<file path="src/rtl/ir_key_decoder.sv">
// ---------------------------------------------------------------------------
// ir_key_decoder
//
// Downstream stage of the NEC IR receiver. Validates each received 32-bit
// frame against its complement fields, latches address/command for the FND
// display path, and tracks key-hold through repeat codes with a release
// timeout. Emits one-cycle press / repeat / release / error pulses.
//
// Parameters:
//   EXT_ADDR    - 0: standard NEC, address byte checked against its inverse
//                 1: extended NEC, 16-bit address, no address check
//   TIMEOUT_CYC - clk cycles without a repeat or frame before a held key
//                 is released
//
// Ports:
//   clk         - system clock
//   rst_n       - asynchronous, active-low reset
//   i_data      - frame: [31:24] addr, [23:16] ~addr / addr high, [15:8] cmd,
//                 [7:0] ~cmd
//   i_valid     - one-clk strobe, i_data complete
//   i_repeat    - one-clk strobe, repeat code detected
//   o_addr      - last accepted address
//   o_cmd       - last accepted command
//   o_key_valid - pulse: new accepted frame
//   o_rep       - pulse: accepted repeat while held
//   o_release   - pulse: hold timeout expired
//   o_err       - pulse: frame failed complement check
//   o_held      - level: key currently held
//   o_rep_cnt   - repeats since last accepted frame, saturating at 255
// ---------------------------------------------------------------------------
module ir_key_decoder #(
  parameter bit          EXT_ADDR    = 1'b0,
  parameter int unsigned TIMEOUT_CYC = 6000000
) (
  input  logic        clk,
  input  logic        rst_n,
  input  logic [31:0] i_data,
  input  logic        i_valid,
  input  logic        i_repeat,
  output logic [15:0] o_addr,
  output logic [7:0]  o_cmd,
  output logic        o_key_valid,
  output logic        o_rep,
  output logic        o_release,
  output logic        o_err,
  output logic        o_held,
  output logic [7:0]  o_rep_cnt
);

  typedef enum logic {
    IDLE,
    HELD
  } state_t;

  localparam logic [31:0] TIMEOUT_LAST = 32'(TIMEOUT_CYC - 1);

  state_t      state;
  logic [31:0] timer;

  logic        cmd_ok;
  logic        addr_ok;
  logic        frame_good;
  logic [15:0] frame_addr;

  assign cmd_ok     = (i_data[15:8] == ~i_data[7:0]);
  assign addr_ok    = EXT_ADDR ? 1'b1 : (i_data[31:24] == ~i_data[23:16]);
  assign frame_good = cmd_ok & addr_ok;
  assign frame_addr = EXT_ADDR ? {i_data[23:16], i_data[31:24]}
                               : {8'h00, i_data[31:24]};

  // Single FSM with registered outputs. Pulses default low each cycle.
  // i_valid has priority over i_repeat, and any strobe beats the timeout.
  // The expiry test uses >= so that a bad frame arriving exactly on the
  // expiry cycle (which lets the timer step past the limit) still releases
  // on the following cycle instead of holding forever.
  always_ff @(posedge clk or negedge rst_n) begin
    if (!rst_n) begin
      state       <= IDLE;
      timer       <= '0;
      o_addr      <= '0;
      o_cmd       <= '0;
      o_key_valid <= 1'b0;
      o_rep       <= 1'b0;
      o_release   <= 1'b0;
      o_err       <= 1'b0;
      o_held      <= 1'b0;
      o_rep_cnt   <= '0;
    end else begin
      o_key_valid <= 1'b0;
      o_rep       <= 1'b0;
      o_release   <= 1'b0;
      o_err       <= 1'b0;

      case (state)
        IDLE: begin
          if (i_valid) begin
            if (frame_good) begin
              o_addr      <= frame_addr;
              o_cmd       <= i_data[15:8];
              o_key_valid <= 1'b1;
              o_rep_cnt   <= '0;
              timer       <= '0;
              o_held      <= 1'b1;
              state       <= HELD;
            end else begin
              o_err <= 1'b1;
            end
          end
        end

        HELD: begin
          if (i_valid) begin
            if (frame_good) begin
              o_addr      <= frame_addr;
              o_cmd       <= i_data[15:8];
              o_key_valid <= 1'b1;
              o_rep_cnt   <= '0;
              timer       <= '0;
            end else begin
              o_err <= 1'b1;
              timer <= timer + 32'd1;
            end
          end else if (i_repeat) begin
            o_rep <= 1'b1;
            timer <= '0;
            if (o_rep_cnt != 8'hFF) begin
              o_rep_cnt <= o_rep_cnt + 8'd1;
            end
          end else if (timer >= TIMEOUT_LAST) begin
            o_release <= 1'b1;
            o_held    <= 1'b0;
            timer     <= '0;
            state     <= IDLE;
          end else begin
            timer <= timer + 32'd1;
          end
        end

        default: begin
          state <= IDLE;
        end
      endcase
    end
  end

endmodule

</file>
<file path="config.mk">
export PLATFORM = sky130hd
export DESIGN_NAME = ir_key_decoder
export DESIGN_NICKNAME = d
export VERILOG_FILES = /design/src/rtl/ir_key_decoder.sv
export SDC_FILE = /design/constraint.sdc
export NUM_CORES = 1
export LEC_CHECK = 0
export ABC_AREA = 1
export BUFFER_PORTS_ARGS = -buffer_cell sky130_fd_sc_hd__clkbuf_2
export CORE_AREA = 8 8 92 94
export DETAILED_ROUTE_END_ITERATION = 12
export DIE_AREA = 0 0 100 102
export PLACE_DENSITY = 0.9
export SYNTH_ARGS = -nofsm -noshare
export SYNTH_HDL_FRONTEND = slang
export SYNTH_SLANG_ARGS = --single-unit
</file>
<file path="constraint.sdc">
create_clock -name clk -period 3.1 [get_ports clk]
set_input_delay 0.62 -clock clk [delete_from_list [all_inputs] [get_ports clk]]
set_output_delay 0.62 -clock clk [all_outputs]
set_load 0.1 [all_outputs]
</file>
==> reports/qor.csv, run 1 <==
metric,value,unit
status,"finished, final reports clean",
fin_setup_tns,0,ns
pin_count,73,
path_buf_inv,3,
hold_violations,0,
place_congestion,0.9169,
drt-total-wl,10850,um
yosysSeqAreaShare,37.75,%
startpoint,i_data[31],
overflow,0,
crit_type,in -> reg,
required,3.30,ns
ant_nets,0,
die_area,0.01020,mm2
period_share,74.72,%
cts_max_level,3,
finClkSkew,0.01002,ns
antenna_cells,0,
drive_above_1_share,15.37,%
cp_data_arrival_time,2.52,ns
netlist.area_leader.share,37.75,%
peakVddDrop,0.2572,mV
design_area,0.004661,mm2
clock_latency,0.35,ns
area_growth,13.39,%
gr-usage-all-layers,22.31,%
clk_root_buffer_cell,clkbuf_8,
core_area,0.007059,mm2
postCtsHoldBufs,0,
die_h,102,um
ys_top_cells_by_area,"dfrtp_1 38%, nand2_1 17%, nand3_1 9.1%, inv_1 7.7%, nor2_1 4.9%",
drv_cap,0,
path_clk_slew,0.07,ns
rsz0062_at_grt,false,
numPortBuffers,64,
critical-path-slowest-cell,nand3_2,
num_vias,4070,
critical_path.cell_chain,clkbuf_2 > inv_1 > nand2_1 > nand2_1 > nor2_1 > nand2_1 > nor2_1 > nand3_2 > buf_4 > nand2_1 > o21ai_0,
avgSynthCellArea,6.794,um2
first_pass_iters,5,
routed_via_density,5.293,
drc,0,
cts_tree,yes,
wl_per_cell,14.11,um
slew_viol_final,0,
mostFrequentLayoutCells,"188 x nand2_1, 84 x inv_1, 74 x nand3_1",
cpLargestDelayFamily,simple AND/OR/NAND/NOR gates,
cts_setup_buffers,0,
nFillCells,612,
power_density,362.9,mW/mm2
worst_pin_slew,0.7387,ns
synth_area,0.004110,mm2
initial_core_util,58.22,%
nNetsFinal,704,
cts_resized,0,
slew_headroom,50.75,%
synthDistinctLibCells,34,
grt_pass1_wl,18300,um
row_count,31,
clock-sinks,62,
crit_path_end_kind,flop,
start_kind,input pin,
cts_buffers,9,
p_leak,2.622,nW
synth_warnings,0,
path_max_fanout,32,
timing.fmax,431.7,MHz
clockBufferDepth,2,
finalSetupViolations,0,
fin_crit,2.316,ns
hpwl,8062,um
dpl-instance-area,0.004472,mm2
drt_iter0_drc,310,
cpMostUsedCell,nand2_1,
crit_path_max_incr_delay,0.58,ns
die_width,100,um
synth_top_area_cell,dfrtp_1,
grt_pass1_vias,4037,
hold_class,in -> async,
layout_commonest_cell,nand2_1,
synth_cells,605,
r2r-start,timer[0],
ys_seq_elements,62,
antenna_found_initial,0,
grt_max_degree,37,
==> report_power, final <==
part,internal [mW],leakage [nW],switching [mW]
clock network,0.386,0.0952,0.316
registers,0.812,0.853,0.00283
logic,0.0396,1.67,0.135
==> cells in the mapped netlist (all sizes together) <==
| library cell | n |
|---|---|
| a21oi | 8 |
| a31o | 1 |
| and2 | 2 |
| and3 | 3 |
| buf | 17 |
| clkbuf | 10 |
| conb | 1 |
| dfrtp | 62 |
| ha | 2 |
| inv | 84 |
| nand2 | 190 |
| nand3 | 85 |
| nand3b | 2 |
| nand4 | 9 |
| nor2 | 58 |
| nor3 | 18 |
| nor3b | 2 |
| nor4 | 1 |
| o211ai | 1 |
| o21ai | 20 |
| o21bai | 2 |
| o22ai | 1 |
| or2 | 1 |
| xnor2 | 7 |
| xor2 | 18 |
==> worst reg2reg max path: cells and delay by family (launching register included) <==
kind	cells	cell delay, ns
flip-flops	1	0.40
adder cells (fa/ha/maj)	1	0.32
AND/OR/NAND/NOR	9	1.33
==> cell type report <==
class	instances	area [um2]	share of cell area, %
Multi-Input combinational cell	439	2116	45.40
Sequential cell	62	1551	33.29
Timing Repair Buffer	70	365.4	7.839
Clock buffer	11	141.4	3.034
Clock inverter	4	47.55	1.020
Tap cell	99	123.9	2.658
Inverter	84	315.3	6.765
==> sequential cells by signal, summed over array words and instances (netlist names) <==
signal and cells:
timer 32, o_key_valid 1, o_release 1, o_cmd 8
o_addr 8, state 1, o_err 1, o_rep 1
o_held 1, o_rep_cnt 8
==> final timing paths <==
check | slack, ns | endpoint | cells after the start
worst min-delay path | 0.32 | o_rep | 1
worst min register to register | 0.49 | o_cmd[1] | 2
max in group asynchronous | 2.02 | timer[27] | 2
worst max-delay path | 0.78 | o_addr[3] | 11
worst max register to register | 0.99 | timer[26] | 10
min in group clk | 0.49 | o_cmd[1] | 2
==> stage by stage <==
step / utilization, % / hold slack (ns) / total power [mW] / worst slack (ns) / instances
3_3_place_gp: 63.35 / 0.4611 / 0.9998 / 0.6314 / 754
2_1_floorplan: - / 0.3244 / 0.9547 / 0.7624 / 612
4_1_cts: 66.02 / 0.3392 / 1.700 / 0.8237 / 769
3_5_place_dp: 63.35 / 0.4759 / 1.004 / 0.5017 / 754
5_1_grt: 66.02 / 0.3884 / 1.758 / 0.5951 / 769
6_report: 66.02 / 0.3228 / 1.692 / 0.7836 / 769
==> logic make-up (layout without fill, tap and decap cells) <==
logic type	count (synthesis)	in the layout	share of synthesized area, %
other cells	1	8	0.09124
xor+xnor	25	25	5.327
flops	62	62	37.75
buf+inv	111	169	11.54
fa+ha+maj	2	2	0.6087
compound gates	33	33	4.323
simple gates	371	371	40.37
==> metal layers <==
layer / global-route usage, % / part of all wire [%]
met5: 0 / 0
met4: 8.023 / 1.8
met3: 5.858 / 7.1
met2: 38.43 / 50
met1: 26.22 / 41
No activity file was read; power rests on OpenSTA's default activity.
==> inputs of run 2 (changes only) <==
- ABC_AREA: 1 -> 0
- CORE_AREA: 8 8 92 94 -> 8 8 89 91
- DIE_AREA: 0 0 100 102 -> 0 0 97 99
- PLACE_DENSITY: 0.9 -> 0.84
- clock period: 3.1 -> 2.3 ns (I/O delays scaled with it)
==> reports/qor.csv, run 2 <==
metric,value,unit,change
r2r-start,timer[0],,
synth_cells,365,,-40%
cpLargestDelayFamily,simple AND/OR/NAND/NOR gates,,
p_sw,0.6161,mW,+36%
synth_top_family_by_area,simple AND/OR/NAND/NOR gates,,
fin_util,63.94,%,-2.1 points
synth-simple-area-share,23.35,%,-17 points
drc,0,,unchanged
grt_pass1_vias,3218,,-20%
grt_pass1_wl,15170,um,-17%
period_share,96.03,%,
core_area,0.006569,mm2,-6.9%
num_vias,3249,,-20%
peakVddDrop,0.4132,mV,+61%
finClkSkew,0.01253,ns,+0.002506 ns
ant_nets,0,,unchanged
area_growth,21.32,%,
finalSetupViolations,0,,unchanged
clkPwrFrac,40.9,%,-0.6 points
fin_crit,2.209,ns,
clockBufferDepth,2,,unchanged
synthAdderAreaFrac,0.7228,%,+0.11 points
critical_path.cell_chain,ha_1 > nand3_1 > nor4b_2 > and3_1 > nand2_1 > o21a_1 > a22oi_1 > o41ai_1,,
drt_iter0_drc,344,,+11%
crit_path_max_incr_delay,0.38,ns,-0.20 ns
overflow,0,,unchanged
synth-compound-area-share,15.94,%,+12 points
netlist.area_leader.share,44.81,%,+7.1 points
path_buf_inv,0,,-3
status,"finished, final reports clean",,
required,2.52,ns,-0.78 ns
critical-path-slowest-cell,dfrtp_1,,
drive_above_1_share,31.87,%,+16 points
synth-async-reset-ratio,100.0,%,unchanged
design_area,0.004200,mm2,-9.9%
hold_class,in -> async,,
path_max_fanout,6,,-81%
pin_count,73,,unchanged
slew_headroom,41.32,%,-9.4 points
synthDistinctLibCells,49,,+44%
cts_tree,yes,,
timing.fmax,452.7,MHz,
nFillCells,522,,-15%
synth_warnings,0,,unchanged
die_h,99,um,-2.9%
p_int,1.679,mW,+36%
grt_max_degree,28,,-24%
fin_cells,535,,-30%
crit_type,reg -> reg,,
die_width,97,um,-3.0%
mostFrequentLayoutCells,"64 x clkbuf_2, 58 x dfrtp_1, 32 x nor2_1",,
die_area,0.009603,mm2,-5.9%
avgSynthCellArea,9.485,um2,+40%
startpoint,timer[0],,
gr-usage-all-layers,18.89,%,-3.4 points
synth_xor_area_share,4.554,%,-0.77 points
synth_area,0.003462,mm2,-16%
hold_violations,0,,unchanged
power,2.295,mW,+36%
rsz0062_at_grt,true,,
cts_buffers,9,,unchanged
synth_mux_area_share,5.204,%,+5.2 points
clock-sinks,62,,unchanged
row_count,30,,-3.2%
hpwl,6439,um,-20%
p_sw_share,26.85,%,about the same
cts_max_level,3,,unchanged
crit_path_end_kind,flop,,
synth_edf_count,0,,unchanged
nNetsFinal,488,,-31%
synthFlopType,dfrtp_1,,
path_clk_slew,0.07,ns,about the same
clk_root_buffer_cell,clkbuf_8,,
antenna_found_initial,0,,unchanged
ys_top_cells_by_count,"62 x dfrtp_1, 32 x nor2_1, 31 x nand2_1",,
place_congestion,0.8438,,-8.0%
synth_top_area_cell,dfrtp_1,,
worst_pin_slew,0.8770,ns,+0.1383 ns
p_leak,2.016,nW,-23%
clock_latency,0.34,ns,about the same
drv_cap,0,,unchanged
wl_per_cell,17.13,um,+21%
antenna_cells,0,,unchanged
combPwrFrac,10.1,%,-0.2 points
cp_data_arrival_time,2.43,ns,-0.09 ns
largest_reg_flops,32,,unchanged
slew_viol_final,0,,unchanged
power_density,546.3,mW/mm2,+51%
start_kind,flop,,
place_inst,517,,-31%
first_pass_iters,5,,unchanged
largest_register,timer,,
yosysSeqAreaShare,44.81,%,+7.1 points
ys_seq_elements,62,,unchanged
multiInputGateArea,0.001789,mm2,-15%
numPortBuffers,64,,unchanged
dpl-instance-area,0.003941,mm2,-12%
p_seq_share,49.0,%,+0.8 points
layout_commonest_cell,clkbuf_2,,
ys_top_cells_by_area,"dfrtp_1 45%, mux2_2 5.2%, xor2_1 4.3%, a31oi_1 4.0%, nor2_1 3.5%",,
drt-total-wl,9164,um,-16%
yosysMostFrequentCell,dfrtp_1,,
final-seq-area,0.001556,mm2,+0.32%
postCtsHoldBufs,0,,unchanged
initial_core_util,52.70,%,-5.5 points
routed_via_density,6.073,,+15%
-- run 2: cell count changes in the layout (fill, tap and decap cells not counted), moves of 12 or more --
cell | before | now
a31oi_1 | 0 | 22
buf_4 | 6 | 23
inv_1 | 84 | 3
mux2_2 | 0 | 16
nand2_1 | 188 | 31
nand3_1 | 74 | 13
nor2_1 | 54 | 32
nor3_1 | 18 | 6
-- run 2: worst paths after layout --
| kind | cells past startpoint | slack, ns | endpoint |
|---|---|---|---|
| setup / recovery | 8 | 0.09 | timer[28] |
| hold / removal | 1 | 0.04 | o_rep_cnt[4] |
| setup reg to reg | 8 | 0.09 | timer[28] |
| hold reg to reg | 2 | 0.51 | o_held |
| max in group asynchronous | 2 | 1.58 | timer[31] |
| min in group clk | 2 | 0.38 | o_cmd[0] |
-- run 2: layer usage --
metal / up-vias / global-route usage, % / wire length (um)
met5: - / 0 / 0
met3: 29 / 4.829 / 756
met2: 165 / 31.41 / 4358
met1: 1561 / 22.82 / 3846
met4: 0 / 7.574 / 203
li1: 1494 / - / -
-- run 2: area by class of cell --
class | instances | share of cell area (%)
Inverter | 5 | 0.4468
Timing Repair Buffer | 89 | 12.81
Tap cell | 80 | 2.383
Clock buffer | 14 | 4.349
Sequential cell | 62 | 37.06
Multi-Input combinational cell | 283 | 42.60
Clock inverter | 2 | 0.3575
-- run 2: logic make-up after synthesis --
family                     Yosys count
DFF                                 62
other                                1
AOI/OAI and AO/OA                   88
muxes                               16
xor gates and xnor gates            18
buffers and inverters               28
and+or+nand+nor                    150
adders and majority gates            2
-- run 2: repair_timing --
item                       CTS  global route
setup endpoints to repair    0             9
gates resized for setup      0             6
buffers inserted             0             0
-- run 2: worst reg2reg max path: stages, from the launching register on --
cell	delay, ns
dfrtp_1	0.38
ha_1	0.24
nand3_1	0.17
nor4b_2	0.35
and3_1	0.23
nand2_1	0.19
o21a_1	0.26
a22oi_1	0.16
o41ai_1	0.11
-- run 2: metrics by stage --
stage / setup TNS, ns / setup slack, ns / hold WS [ns]
floorplan: 0 / 0.1276 / 0.1644
CTS: 0 / 0.08715 / 0.04773
finish: 0 / 0.09124 / 0.03885
global placement: 0 / 0.08325 / 0.4058
global route: -0.004510 / -0.004510 / 0.06597
detailed placement: 0 / 0.03393 / 0.4113
-- run 2: power by group through the flow --
stage	Clock, mW	Combinational [mW]	Sequential (mW)
detailed placement	0	0.229	1.14
global route	0.999	0.250	1.13
global placement	0	0.223	1.14
CTS	0.947	0.231	1.12
finish	0.939	0.231	1.13
floorplan	0	0.121	1.17
==> inputs of run 3 (changes only) <==
- CORE_AREA: 8 8 89 91 -> 8 8 127 129
- CTS_BUF_LIST: default -> sky130_fd_sc_hd__clkbuf_4 sky130_fd_sc_hd__clkbuf_8 sky130_fd_sc_hd__clkbuf_16
- DIE_AREA: 0 0 97 99 -> 0 0 135 137
- PLACE_DENSITY: 0.84 -> 0.48
==> reports/qor.csv, run 3 (synthesis results as in run 2) <==
metric,value,unit,change
cp_data_arrival_time,2.46,ns,+0.03 ns
peakVddDrop,0.3747,mV,-9.3%
grt_max_degree,63,,+130%
drv_cap,0,,unchanged
reg2reg_depth,6,,-2
r2r-start,timer[24],,
finalSetupViolations,0,,unchanged
overflow,0,,unchanged
largest_register,timer,,
area_growth,30.68,%,
path_max_fanout,7,,+1
cts_tree,yes,,
hold_class,in -> async,,
clock_latency,0.33,ns,about the same
layout_commonest_cell,clkbuf_2,,
crit_type,reg -> reg,,
p_leak,2.130,nW,+5.6%
fin_util,31.85,%,-32 points
status,"finished, final reports clean",,
drc,0,,unchanged
fin_cells,649,,+21%
drt_iter0_drc,204,,-41%
period_share,96.27,%,+0.24 points
hpwl,6749,um,+4.8%
die_h,137,um,+38%
path_clk_slew,0.05,ns,-0.02 ns
numPortBuffers,64,,unchanged
antenna_found_initial,0,,unchanged
fin_crit,2.214,ns,+0.005516 ns
largest_reg_flops,32,,unchanged
slew_headroom,61.44,%,+20 points
grt_pass1_vias,3130,,-2.7%
setup_ws,0.08573,ns,-0.005516 ns
antenna_cells,0,,unchanged
mostFrequentLayoutCells,"64 x clkbuf_2, 58 x dfrtp_1, 32 x nor2_1",,
die_area,0.01850,mm2,+93%
crit_path_end_kind,flop,,
pin_count,73,,unchanged
clock-sinks,62,,unchanged
dp_slack,0.002097,ns,-0.03183 ns
num_vias,3080,,-5.2%
worst_pin_slew,0.5740,ns,-0.3030 ns
nNetsFinal,498,,+2.0%
routed_via_density,4.746,,-22%
initial_core_util,24.37,%,-28 points
core_area,0.01420,mm2,+120%
r2r_slack,0.09,ns,about the same
cts_buffers,9,,unchanged
gr-usage-all-layers,10.22,%,-8.7 points
hold_violations,0,,unchanged
first_pass_iters,4,,-1
finClkSkew,0.005501,ns,-0.007025 ns
clockBufferDepth,2,,unchanged
drive_above_1_share,32.90,%,+1.0 points
slew_viol_final,0,,unchanged
cts_max_level,3,,unchanged
rr_endpoint,timer[14],,
die_width,135,um,+39%
required,2.54,ns,+0.02 ns
start_kind,flop,,
wl_per_cell,14.74,um,-14%
grt_pass1_wl,15320,um,+1.0%
drt-total-wl,9565,um,+4.4%
power_density,615.2,mW/mm2,+13%
timing.fmax,451.6,MHz,-0.25%
place_inst,629,,+22%
rsz0062_at_grt,true,,
row_count,44,,+47%
clk_root_buffer_cell,clkbuf_16,,
place_congestion,0.7818,,-7.3%
ant_nets,0,,unchanged
[run 3: cell types whose count changed in the layout (fill, tap and decap cells not counted), moves of 2 or more]
cell	before	now
clkbuf_16	1	9
nor4_2	2	0
clkinvlp_4	2	0
clkinv_2	0	2
buf_12	1	3
nor4_1	0	2
clkbuf_8	13	4
buf_4	23	31
[run 3: through the flow]
step	TNS (ns)	total power [mW]	hold WS, ns	area [um2]
global route	-0.01615	2.896	0.1602	4524
finish	0	2.784	0.1374	4524
global placement	0	1.375	0.4897	4156
floorplan	0	1.292	0.1644	3493
detailed placement	0	1.377	0.4926	4156
CTS	0	2.827	0.1518	4477
[run 3: area by class of cell]
| cell class | count | area, um2 |
|---|---|---|
| Tap cell | 184 | 230.2 |
| Fill cell | 1521 | 9679 |
| Sequential cell | 62 | 1556 |
| Multi-Input combinational cell | 284 | 1785 |
| Inverter | 5 | 18.77 |
| Timing Repair Buffer | 98 | 613.1 |
| Clock inverter | 3 | 40.04 |
| Clock buffer | 13 | 280.3 |
[run 3: layer usage]
layer	vias to the layer above	GRT usage, %	wire length, um
met1	1460	12.86	4478
met3	12	4.112	724
met5	-	0	0
met4	0	4.133	140
met2	94	15.26	4222
li1	1514	-	-
[run 3: how the worst max path moves through the flow]
stage,from,to,slack [ns],cells past startpoint
after CTS,timer[27],timer[14],0.009,6
after detailed placement,i_valid,timer[14],0.002,6
after floorplan,o_rep_cnt[1],o_rep_cnt[2],0.13,8
after global placement,i_valid,timer[14],0.03,6
after global routing,timer[24],timer[14],-0.02,6
final,timer[24],timer[14],0.09,6
[run 3: repair_timing]
action / in CTS / in global routing
setup endpoints to repair: 0 / 14
hold buffers: 0 / 0
resized for setup: 0 / 4
buffers inserted: 0 / 2
[run 3: power by group]
part / internal (mW) / leakage [nW] / total (mW) / switching [mW]
Clock: 0.952 / 0.162 / 1.43 / 0.475
Combinational: 0.0630 / 1.14 / 0.227 / 0.164
Sequential: 1.11 / 0.828 / 1.13 / 0.0201
[run 3: worst max-delay path, cell delays in order (launching register included)]
cell and delay, ns:
dfrtp_1 0.38, nor4_1 0.28, nand4_1 0.22, or2_4 0.32, o32a_4 0.44, or2_2 0.30, a31oi_1 0.19
